**config.mk**
```make
export PLATFORM = sky130hd
export DESIGN_NAME = bsg_write_combine_buffer
export DESIGN_NICKNAME = d
export VERILOG_FILES = /design/src/rtl/bsg_wcb_pkg.sv /design/src/rtl/bsg_wcb_byte_merge.sv /design/src/rtl/bsg_write_combine_buffer.sv
export SDC_FILE = /design/constraint.sdc
export NUM_CORES = 1
export LEC_CHECK = 0
export BUFFER_PORTS_ARGS = -buffer_cell sky130_fd_sc_hd__buf_2
export CAP_MARGIN = 10
export CORE_ASPECT_RATIO = 0.7
export CORE_MARGIN = 4
export CORE_UTILIZATION = 45
export DETAILED_ROUTE_END_ITERATION = 6
export GPL_TIMING_DRIVEN = 0
export MAX_ROUTING_LAYER = met4
export PLACE_DENSITY = 0.73
export SYNTH_ARGS = -nofsm -noshare
export SYNTH_HDL_FRONTEND = slang
export SYNTH_HIERARCHICAL = 1
export SYNTH_SLANG_ARGS = --single-unit
```
**constraint.sdc**
```tcl
create_clock -name clk_i -period 3.9 [get_ports clk_i]
set_clock_uncertainty 0.1 [all_clocks]
set_input_delay 0.78 -clock clk_i [delete_from_list [all_inputs] [get_ports clk_i]]
set_output_delay 0.78 -clock clk_i [all_outputs]
set_load 0.05 [all_outputs]
```
**src/rtl/bsg_wcb_pkg.sv**
```systemverilog
// bsg_wcb_pkg: shared types and constants for the write-combine buffer.
package bsg_wcb_pkg;

    localparam int byte_width_lp = 8;

    typedef enum logic [1:0] {
        EMPTY = 2'd0,
        HOLD  = 2'd1,
        DRAIN = 2'd2
    } wcb_state_e;

endpackage

```
**src/rtl/bsg_wcb_byte_merge.sv**
```systemverilog
// bsg_wcb_byte_merge: per-byte overlay of new store data onto held data.
module bsg_wcb_byte_merge
    import bsg_wcb_pkg::*;
#(
    parameter int data_width_p = 64,
    localparam int mask_width_lp = data_width_p / byte_width_lp
) (
    input  logic [data_width_p-1:0]  i_held_data,
    input  logic [mask_width_lp-1:0] i_held_mask,
    input  logic [data_width_p-1:0]  i_new_data,
    input  logic [mask_width_lp-1:0] i_new_mask,
    output logic [data_width_p-1:0]  o_data,
    output logic [mask_width_lp-1:0] o_mask
);

    for (genvar b = 0; b < mask_width_lp; b++) begin : g_byte
        assign o_data[b*byte_width_lp +: byte_width_lp] = i_new_mask[b]
            ? i_new_data[b*byte_width_lp +: byte_width_lp]
            : i_held_data[b*byte_width_lp +: byte_width_lp];
    end

    assign o_mask = i_held_mask | i_new_mask;

endmodule

```
**src/rtl/bsg_write_combine_buffer.sv**
```systemverilog
// bsg_write_combine_buffer: single-entry store buffer that merges same-address
// byte-masked writes and drains on full mask, address change, flush or timeout.
module bsg_write_combine_buffer
    import bsg_wcb_pkg::*;
#(
    parameter int data_width_p = 64,
    parameter int addr_width_p = 40,
    parameter int timeout_p    = 15,
    localparam int mask_width_lp = data_width_p / byte_width_lp
) (
    input  logic                     clk_i,
    input  logic                     reset_n_i,
    input  logic                     v_i,
    input  logic [addr_width_p-1:0]  addr_i,
    input  logic [data_width_p-1:0]  data_i,
    input  logic [mask_width_lp-1:0] mask_i,
    output logic                     ready_and_o,
    input  logic                     flush_i,
    output logic                     v_o,
    output logic [addr_width_p-1:0]  addr_o,
    output logic [data_width_p-1:0]  data_o,
    output logic [mask_width_lp-1:0] mask_o,
    input  logic                     ready_and_i
);

    localparam int age_width_lp = $clog2(timeout_p + 1);
    localparam logic [age_width_lp-1:0] age_max_lp = age_width_lp'(timeout_p);

    wcb_state_e r_state, w_state_n;
    logic [addr_width_p-1:0]  r_addr;
    logic [data_width_p-1:0]  r_data;
    logic [mask_width_lp-1:0] r_mask;
    logic [age_width_lp-1:0]  r_age;

    logic                     w_match;
    logic                     w_accept;
    logic                     w_load;
    logic                     w_drain;
    logic [mask_width_lp-1:0] w_merge_mask;
    logic [data_width_p-1:0]  w_merged_data;
    logic [mask_width_lp-1:0] w_merged_mask;

    assign w_match     = addr_i == r_addr;
    assign ready_and_o = (r_state == EMPTY) | ((r_state == HOLD) & w_match & ~flush_i);
    assign w_accept    = v_i & ready_and_o;
    assign w_load      = (r_state == EMPTY) & w_accept & (|mask_i);
    // Only a HOLD accept contributes bytes; otherwise the merge is a pass-through.
    assign w_merge_mask = ((r_state == HOLD) & w_accept) ? mask_i : '0;

    bsg_wcb_byte_merge #(
        .data_width_p(data_width_p)
    ) u_merge (
        .i_held_data(r_data),
        .i_held_mask(r_mask),
        .i_new_data (data_i),
        .i_new_mask (w_merge_mask),
        .o_data     (w_merged_data),
        .o_mask     (w_merged_mask)
    );

    // Full mask also covers an entry loaded full from EMPTY, giving 2-cycle latency.
    assign w_drain = (&w_merged_mask) | (v_i & ~w_match) | flush_i | (r_age == age_max_lp);

    always_comb begin
        w_state_n = r_state;
        case (r_state)
            EMPTY:   w_state_n = w_load ? HOLD : EMPTY;
            HOLD:    w_state_n = w_drain ? DRAIN : HOLD;
            DRAIN:   w_state_n = ready_and_i ? EMPTY : DRAIN;
            default: w_state_n = EMPTY;
        endcase
    end

    always_ff @(posedge clk_i or negedge reset_n_i) begin
        if (!reset_n_i) r_state <= EMPTY;
        else            r_state <= w_state_n;
    end

    always_ff @(posedge clk_i or negedge reset_n_i) begin
        if (!reset_n_i) begin
            r_addr <= '0;
            r_data <= '0;
            r_mask <= '0;
            r_age  <= '0;
        end else begin
            if (w_load) begin
                r_addr <= addr_i;
                r_data <= data_i;
                r_mask <= mask_i;
            end else if (r_state == HOLD) begin
                r_data <= w_merged_data;
                r_mask <= w_merged_mask;
            end
            r_age <= w_accept ? '0
                   : ((r_state == HOLD) && (r_age != age_max_lp)) ? r_age + age_width_lp'(1)
                   : r_age;
        end
    end

    assign v_o    = r_state == DRAIN;
    assign addr_o = r_addr;
    assign data_o = r_data;
    assign mask_o = r_mask;

endmodule

```
==> results.sh, run 1 <==
export IMPL_antenna_found_initial=0
export IMPL_finalMaxSlewViolations=0
export IMPL_ir_worst_vdd_v=0.000736
export IMPL_drive_gt1_frac=0.478
export IMPL_switching_share=0.486
export IMPL_diodes=0
export IMPL_clk_insertion_delay_late_ps=400
export IMPL_stdcell_area_mm2=0.00879
export IMPL_worstMarginPinSlew_ps=867
export IMPL_post_cts_buffers=0
export IMPL_grt_pass1_vias=5635
export IMPL_area_growth_pct=31.3
export IMPL_synthFlopType="dfrtp_1"
export IMPL_cp_max_fo=9
export IMPL_synth_warnings=6
export IMPL_dieArea_mm2=0.0169
export IMPL_grt_pass1_wl_um=29700
export IMPL_vias=5464
export IMPL_placed_cell_area_mm2=0.00811
export IMPL_syn_num_nets=680
export IMPL_setup_tns_ps=0
export IMPL_ys_types=35
export IMPL_cts_max_level=4
export IMPL_cts_sinks=118
export IMPL_status="finished, final reports clean"
export IMPL_finalNonFillerCells=1015
export IMPL_holdBufCountCts=0
export IMPL_dieHeight_um=110
export IMPL_post_drt_wl_per_cell_um=18.7
export IMPL_clockBufferDepth=2
export IMPL_row_count=36
export IMPL_cts_resized=0
export IMPL_finalWorstSetupSlack_ps=253
export IMPL_yosysTopAreaCell="dfrtp_1"
export IMPL_seqPwrFrac=0.251
export IMPL_worstSetupStartpoint="addr_i[13]"
export IMPL_pre_cts_slack_ps=-121
export IMPL_clkTransAtPathRegs_ps=60
export IMPL_grt_max_degree=68
export IMPL_reg2reg_depth=13
export IMPL_regToRegSetupSlack_ps=380
export IMPL_synthTopCellsByArea="dfrtp_1, mux2_4, mux2_2"
export IMPL_vias_per_cell=5.38
export IMPL_syn_avg_cell_area_um2=11.9
export IMPL_leakage_uw=0.00455
export IMPL_met1Wirelength_um=8400
export IMPL_grt_overflow_total=0
export IMPL_met2_length_um=9070
export IMPL_rsz0062_at_grt="no"
export IMPL_gp_congestion=0.826
export IMPL_powerDensity_mw_per_mm2=1070
export IMPL_synthCells=562
export IMPL_highest_layer="met4"
export IMPL_track_usage=0.229
export IMPL_p_comb_frac=0.558
export IMPL_cp_required_ps=3020
export IMPL_cts_tree="built"
export IMPL_die_w_um=154
export IMPL_ys_seq_area_frac=0.441
export IMPL_r2r_start="addr_o[13]"
export IMPL_finalCritPeriodShare=0.935
export IMPL_switchingPower_uw=4570
export IMPL_ant_nets=0
export IMPL_numCtsBuffers=17
export IMPL_coreArea_mm2=0.0142
export IMPL_hold_viol_final=0
export IMPL_slew_headroom=0.420
export IMPL_clockRootBuffer="clkbuf_16"
export IMPL_crit_path_end="ready_and_o"
export IMPL_worstPathArrival_ps=2770
export IMPL_dp_cells=983
export IMPL_io_buffers=230
export IMPL_synth_edff_count=0
export IMPL_fmax_mhz=274
export IMPL_hold_class="in2async"
export IMPL_setup_violations=0
export IMPL_synthArstFlopShare=1.00
export IMPL_drt_total_wl_um=19000
export IMPL_initial_utilization=0.470
export IMPL_finalNetCount=930
export IMPL_dr_pass1_iters=4
export IMPL_startpoint_type="input port"
export IMPL_crit_type="in2out"
export IMPL_clockPowerShare=0.191
export IMPL_io_pins=231
export IMPL_drc_errors=0
export IMPL_hpwl_um=14600
export IMPL_end_kind="output port"
export IMPL_synth_ff_latch_count=118
export IMPL_n_fill_cell=1165
export IMPL_synth_top_area_share=0.441
export IMPL_maxCapViolCount=0
export IMPL_first_iter_violations=267
export IMPL_fin_util=0.617
export IMPL_met3_length_um=1300
export IMPL_p_int_uw=4820
export IMPL_r2r_end="r_state[1]"
export IMPL_synthesis_area_mm2=0.00669
export IMPL_min_period_ps=3650
[registers in the layout, summed over array words and instances (netlist names)]
name / count
data_o: 64
addr_o: 40
r_age: 4
mask_o: 8
r_state: 2
[per-stage QoR]
stage | total power (µW) | hold WS, ps
3_5_place_dp | 7630 | 383
5_1_grt | 9850 | 252
4_1_cts | 9450 | 231
3_3_place_gp | 7440 | 379
6_report | 9390 | 222
2_1_floorplan | 6320 | 384
[worst max-delay path, cell delays in order]
cell     delay (ps)
buf_2           110
xor2_1          130
nor4_1          420
nand4_1         320
or4_4           490
buf_6           160
o21ai_1          70
buf_2           280
[area by class of cell]
class,count,area [µm²],share of cell area
well taps,190,238,0.0271
clock inverters,11,221,0.0252
flip-flops and latches,118,2950,0.336
plain buffers,37,218,0.0248
repair buffers,231,1180,0.135
multi-input cells,399,3490,0.397
inverters,8,30.0,0.00342
clock buffers,21,450,0.0513
[metal layers]
metal / track usage / vias to the layer above
met1: 0.294 / 2726
li1: - / 2522
met2: 0.368 / 198
met4: 0.0567 / 0
met3: 0.0601 / 18
met5: - / -
[power groups by stage]
stage / Clock, µW / Sequential (µW) / Combinational (µW)
floorplan: 0 / 4310 / 2000
global placement: 0 / 2300 / 5140
detailed placement: 0 / 2360 / 5260
CTS: 1820 / 2350 / 5280
global route: 1870 / 2450 / 5530
finish: 1790 / 2360 / 5240
[synth_stat cells, drive strengths merged (10+ instances only)]
| library cell | instances |
|---|---|
| dfrtp | 118 |
| a22o | 38 |
| clkbuf | 14 |
| o21ai | 37 |
| xor2 | 40 |
| or2 | 10 |
| mux2 | 104 |
| a21o | 46 |
| nor4 | 13 |
| mux2i | 26 |
| buf | 23 |
| nor3 | 10 |
| nand2 | 43 |
[how the worst min path moves through the flow]
stage | to | depth (start not counted) | slack, ps
6_report | data_o[29] | 1 | 220
2_1_floorplan | addr_o[0] | 0 | 380
5_1_grt | data_o[29] | 1 | 250
3_5_place_dp | mask_o[5] | 1 | 380
3_3_place_gp | mask_o[6] | 1 | 380
4_1_cts | data_o[29] | 1 | 230
[cell families (layout without fill, tap and decap cells)]
kind of cell             count (synthesis)  count (layout)  synth area share
AO/OA/AOI/OAI                          125             125             0.134
XOR/XNOR                                43              43            0.0563
adder cells (fa/ha/maj)                  1               1           0.00187
buffers and inverters                   45             308            0.0370
flip-flops                             118             118             0.441
multiplexers                           130             130             0.250
AND/OR/NAND/NOR                        100             100            0.0800
[placed cells by master (no fill, tap or decap), types with 2 or more instances in the layout]
| cell type | netlist | routed |
|---|---|---|
| clkinvlp_4 | 0 | 2 |
| nand4_1 | 4 | 4 |
| clkbuf_1 | 14 | 17 |
| nor3_2 | 8 | 8 |
| nand3_1 | 4 | 4 |
| nor2_1 | 9 | 9 |
| o21ai_0 | 36 | 36 |
| dfrtp_1 | 118 | 118 |
| nand2_1 | 43 | 43 |
| xnor2_1 | 3 | 3 |
| nor3_1 | 2 | 2 |
| bufinv_16 | 0 | 6 |
| inv_1 | 8 | 8 |
| nor4_2 | 2 | 2 |
| xor2_1 | 40 | 40 |
| a22o_1 | 38 | 38 |
| buf_6 | 9 | 10 |
| mux2_2 | 40 | 40 |
| nor4_1 | 11 | 11 |
| or2_1 | 9 | 9 |
| mux2i_1 | 26 | 26 |
| clkinv_4 | 0 | 2 |
| buf_1 | 5 | 5 |
| nor2b_1 | 3 | 3 |
| mux2_4 | 64 | 64 |
| buf_2 | 9 | 238 |
| clkbuf_16 | 0 | 17 |
| a21o_1 | 46 | 46 |
No activity file was read; power rests on OpenSTA's default activity.
==> inputs of run 2 (changes only) <==
RECOVER_POWER = 100   (was unset)
==> results.sh, run 2 (synthesized netlist as in run 1, its figures left out) <==
export IMPL_drt_total_wl_um=19000
export IMPL_vias_per_cell=5.39
export IMPL_hpwl_um=14600
export IMPL_path_cells="buf_2 > xor2_1 > nor4_1 > nand4_1 > or4_1 > buf_6 > o21ai_1 > clkbuf_2"
export IMPL_placed_cell_area_mm2=0.00811
export IMPL_status="finished with violations"
export IMPL_grt_pass1_wl_um=29700
export IMPL_finalNetCount=930
export IMPL_holdBufCountCts=0
export IMPL_leakage_uw=0.00407
export IMPL_fmax_mhz=273
export IMPL_grt_max_degree=68
export IMPL_setup_violations=0
export IMPL_dieHeight_um=110
export IMPL_clockBufferDepth=2
export IMPL_r2r_start="addr_o[5]"
export IMPL_drc_errors=0
export IMPL_p_int_uw=4450
export IMPL_vias=5471
export IMPL_powerDensity_mw_per_mm2=1070
export IMPL_layout_cells_most_common="clkbuf_1"
export IMPL_grt_pass1_vias=5635
export IMPL_ant_nets=0
export IMPL_drive_gt1_frac=0.261
export IMPL_rsz0062_at_grt="no"
export IMPL_final_cell_mix="clkbuf_1, dfrtp_1, buf_2"
export IMPL_cts_tree="built"
export IMPL_track_usage=0.229
export IMPL_io_buffers=230
export IMPL_switching_share=0.506
export IMPL_n_fill_cell=1301
export IMPL_cp_top_family="simple AND/OR/NAND/NOR gates"
export IMPL_end_kind="output port"
export IMPL_largest_reg_flops=64
export IMPL_dieArea_mm2=0.0169
export IMPL_path_buf_inv=3
export IMPL_seqPwrFrac=0.261
export IMPL_min_period_ps=3660
export IMPL_fin_hold_ws_ps=398
export IMPL_dp_cells=983
export IMPL_first_iter_violations=241
export IMPL_finalMaxSlewViolations=52
export IMPL_grt_overflow_total=0
export IMPL_post_drt_wl_per_cell_um=18.7
export IMPL_post_cts_buffers=0
export IMPL_diodes=0
export IMPL_clockRootBuffer="clkbuf_16"
export IMPL_io_pins=231
export IMPL_clkTransAtPathRegs_ps=60
export IMPL_area_growth_pct=25.6
export IMPL_min_from="data_o[60]"
export IMPL_cts_max_level=4
export IMPL_cp_max_fo=9
export IMPL_stdcell_area_mm2=0.00841
export IMPL_worstSetupStartpoint="addr_i[29]"
export IMPL_setup_tns_ps=0
export IMPL_ir_worst_vdd_v=0.000666
export IMPL_row_count=36
export IMPL_crit_path_max_incr_delay_ps=580
export IMPL_switchingPower_uw=4570
export IMPL_coreArea_mm2=0.0142
export IMPL_finalCritPeriodShare=0.939
export IMPL_p_comb_frac=0.541
export IMPL_die_w_um=154
export IMPL_cp_required_ps=3020
export IMPL_hold_viol_final=0
export IMPL_clk_insertion_delay_late_ps=400
export IMPL_gp_congestion=0.826
export IMPL_finalNonFillerCells=1015
export IMPL_cts_resized=0
export IMPL_initial_utilization=0.470
export IMPL_clockPowerShare=0.198
export IMPL_antenna_found_initial=0
export IMPL_hold_class="reg2reg"
export IMPL_cts_sinks=118
export IMPL_maxCapViolCount=1
export IMPL_slew_headroom=-0.917
export IMPL_numCtsBuffers=17
export IMPL_slowest_stage="or4_1"
export IMPL_violations="capacitance limit, slew limit"
export IMPL_ff_latch_area_mm2=0.00295
export IMPL_dr_pass1_iters=4
export IMPL_startpoint_type="input port"
export IMPL_multi_input_area_mm2=0.00327
export IMPL_worstPathArrival_ps=2780
export IMPL_worstMarginPinSlew_ps=2880
export IMPL_crit_type="in2out"
## run 2: path summary, 6_finish.rpt
path,endpoint,slack [ps],depth (start not counted)
max,ready_and_o,240,8
min,data_o[60],400,1
max reg2reg,r_state[1],360,13
min reg2reg,data_o[60],400,1
max in group asynchronous,addr_o[36],860,1
min in group asynchronous,data_o[29],1200,1
## run 2: final cells by class
type / count / area share
inverter: 8 / 0.00357
sequential: 118 / 0.351
tap: 190 / 0.0283
buffer: 37 / 0.0250
timing repair buffer: 231 / 0.123
clock buffer: 21 / 0.0536
multi-input combinational: 399 / 0.389
clock inverter: 11 / 0.0263
## run 2: through the flow
step | utilization | total power, µW | worst slack (ps)
final | 0.591 | 9020 | 238
after global routing | 0.591 | 9490 | 50.3
after CTS | 0.617 | 9450 | 222
after detailed placement | 0.570 | 7630 | -121
after global placement | 0.568 | 7440 | -13.5
after floorplan | - | 6320 | 525
## run 2: power by group through the flow
stage                     clock network [µW]  registers (µW)  logic (µW)
after detailed placement                   0            2360        5260
after CTS                               1820            2350        5280
after global routing                    1870            2440        5170
final                                   1790            2350        4880
after global placement                     0            2300        5140
after floorplan                            0            4310        2000
## run 2: metal layers
metal,part of all wire,vias up,global-route usage
met5,0,-,-
met4,0.013,0,0.0567
met3,0.069,18,0.0601
met2,0.48,205,0.368
met1,0.44,2710,0.294
li1,-,2538,-
## run 2: worst reg2reg max path: cells and delay by family, from the launching register on
| kind | cells | cell delay, ps |
|---|---|---|
| and+or+nand+nor | 8 | 1880 |
| AOI/OAI and AO/OA | 2 | 540 |
| DFF | 1 | 410 |
| buffers and inverters | 2 | 370 |
| xor gates and xnor gates | 1 | 170 |
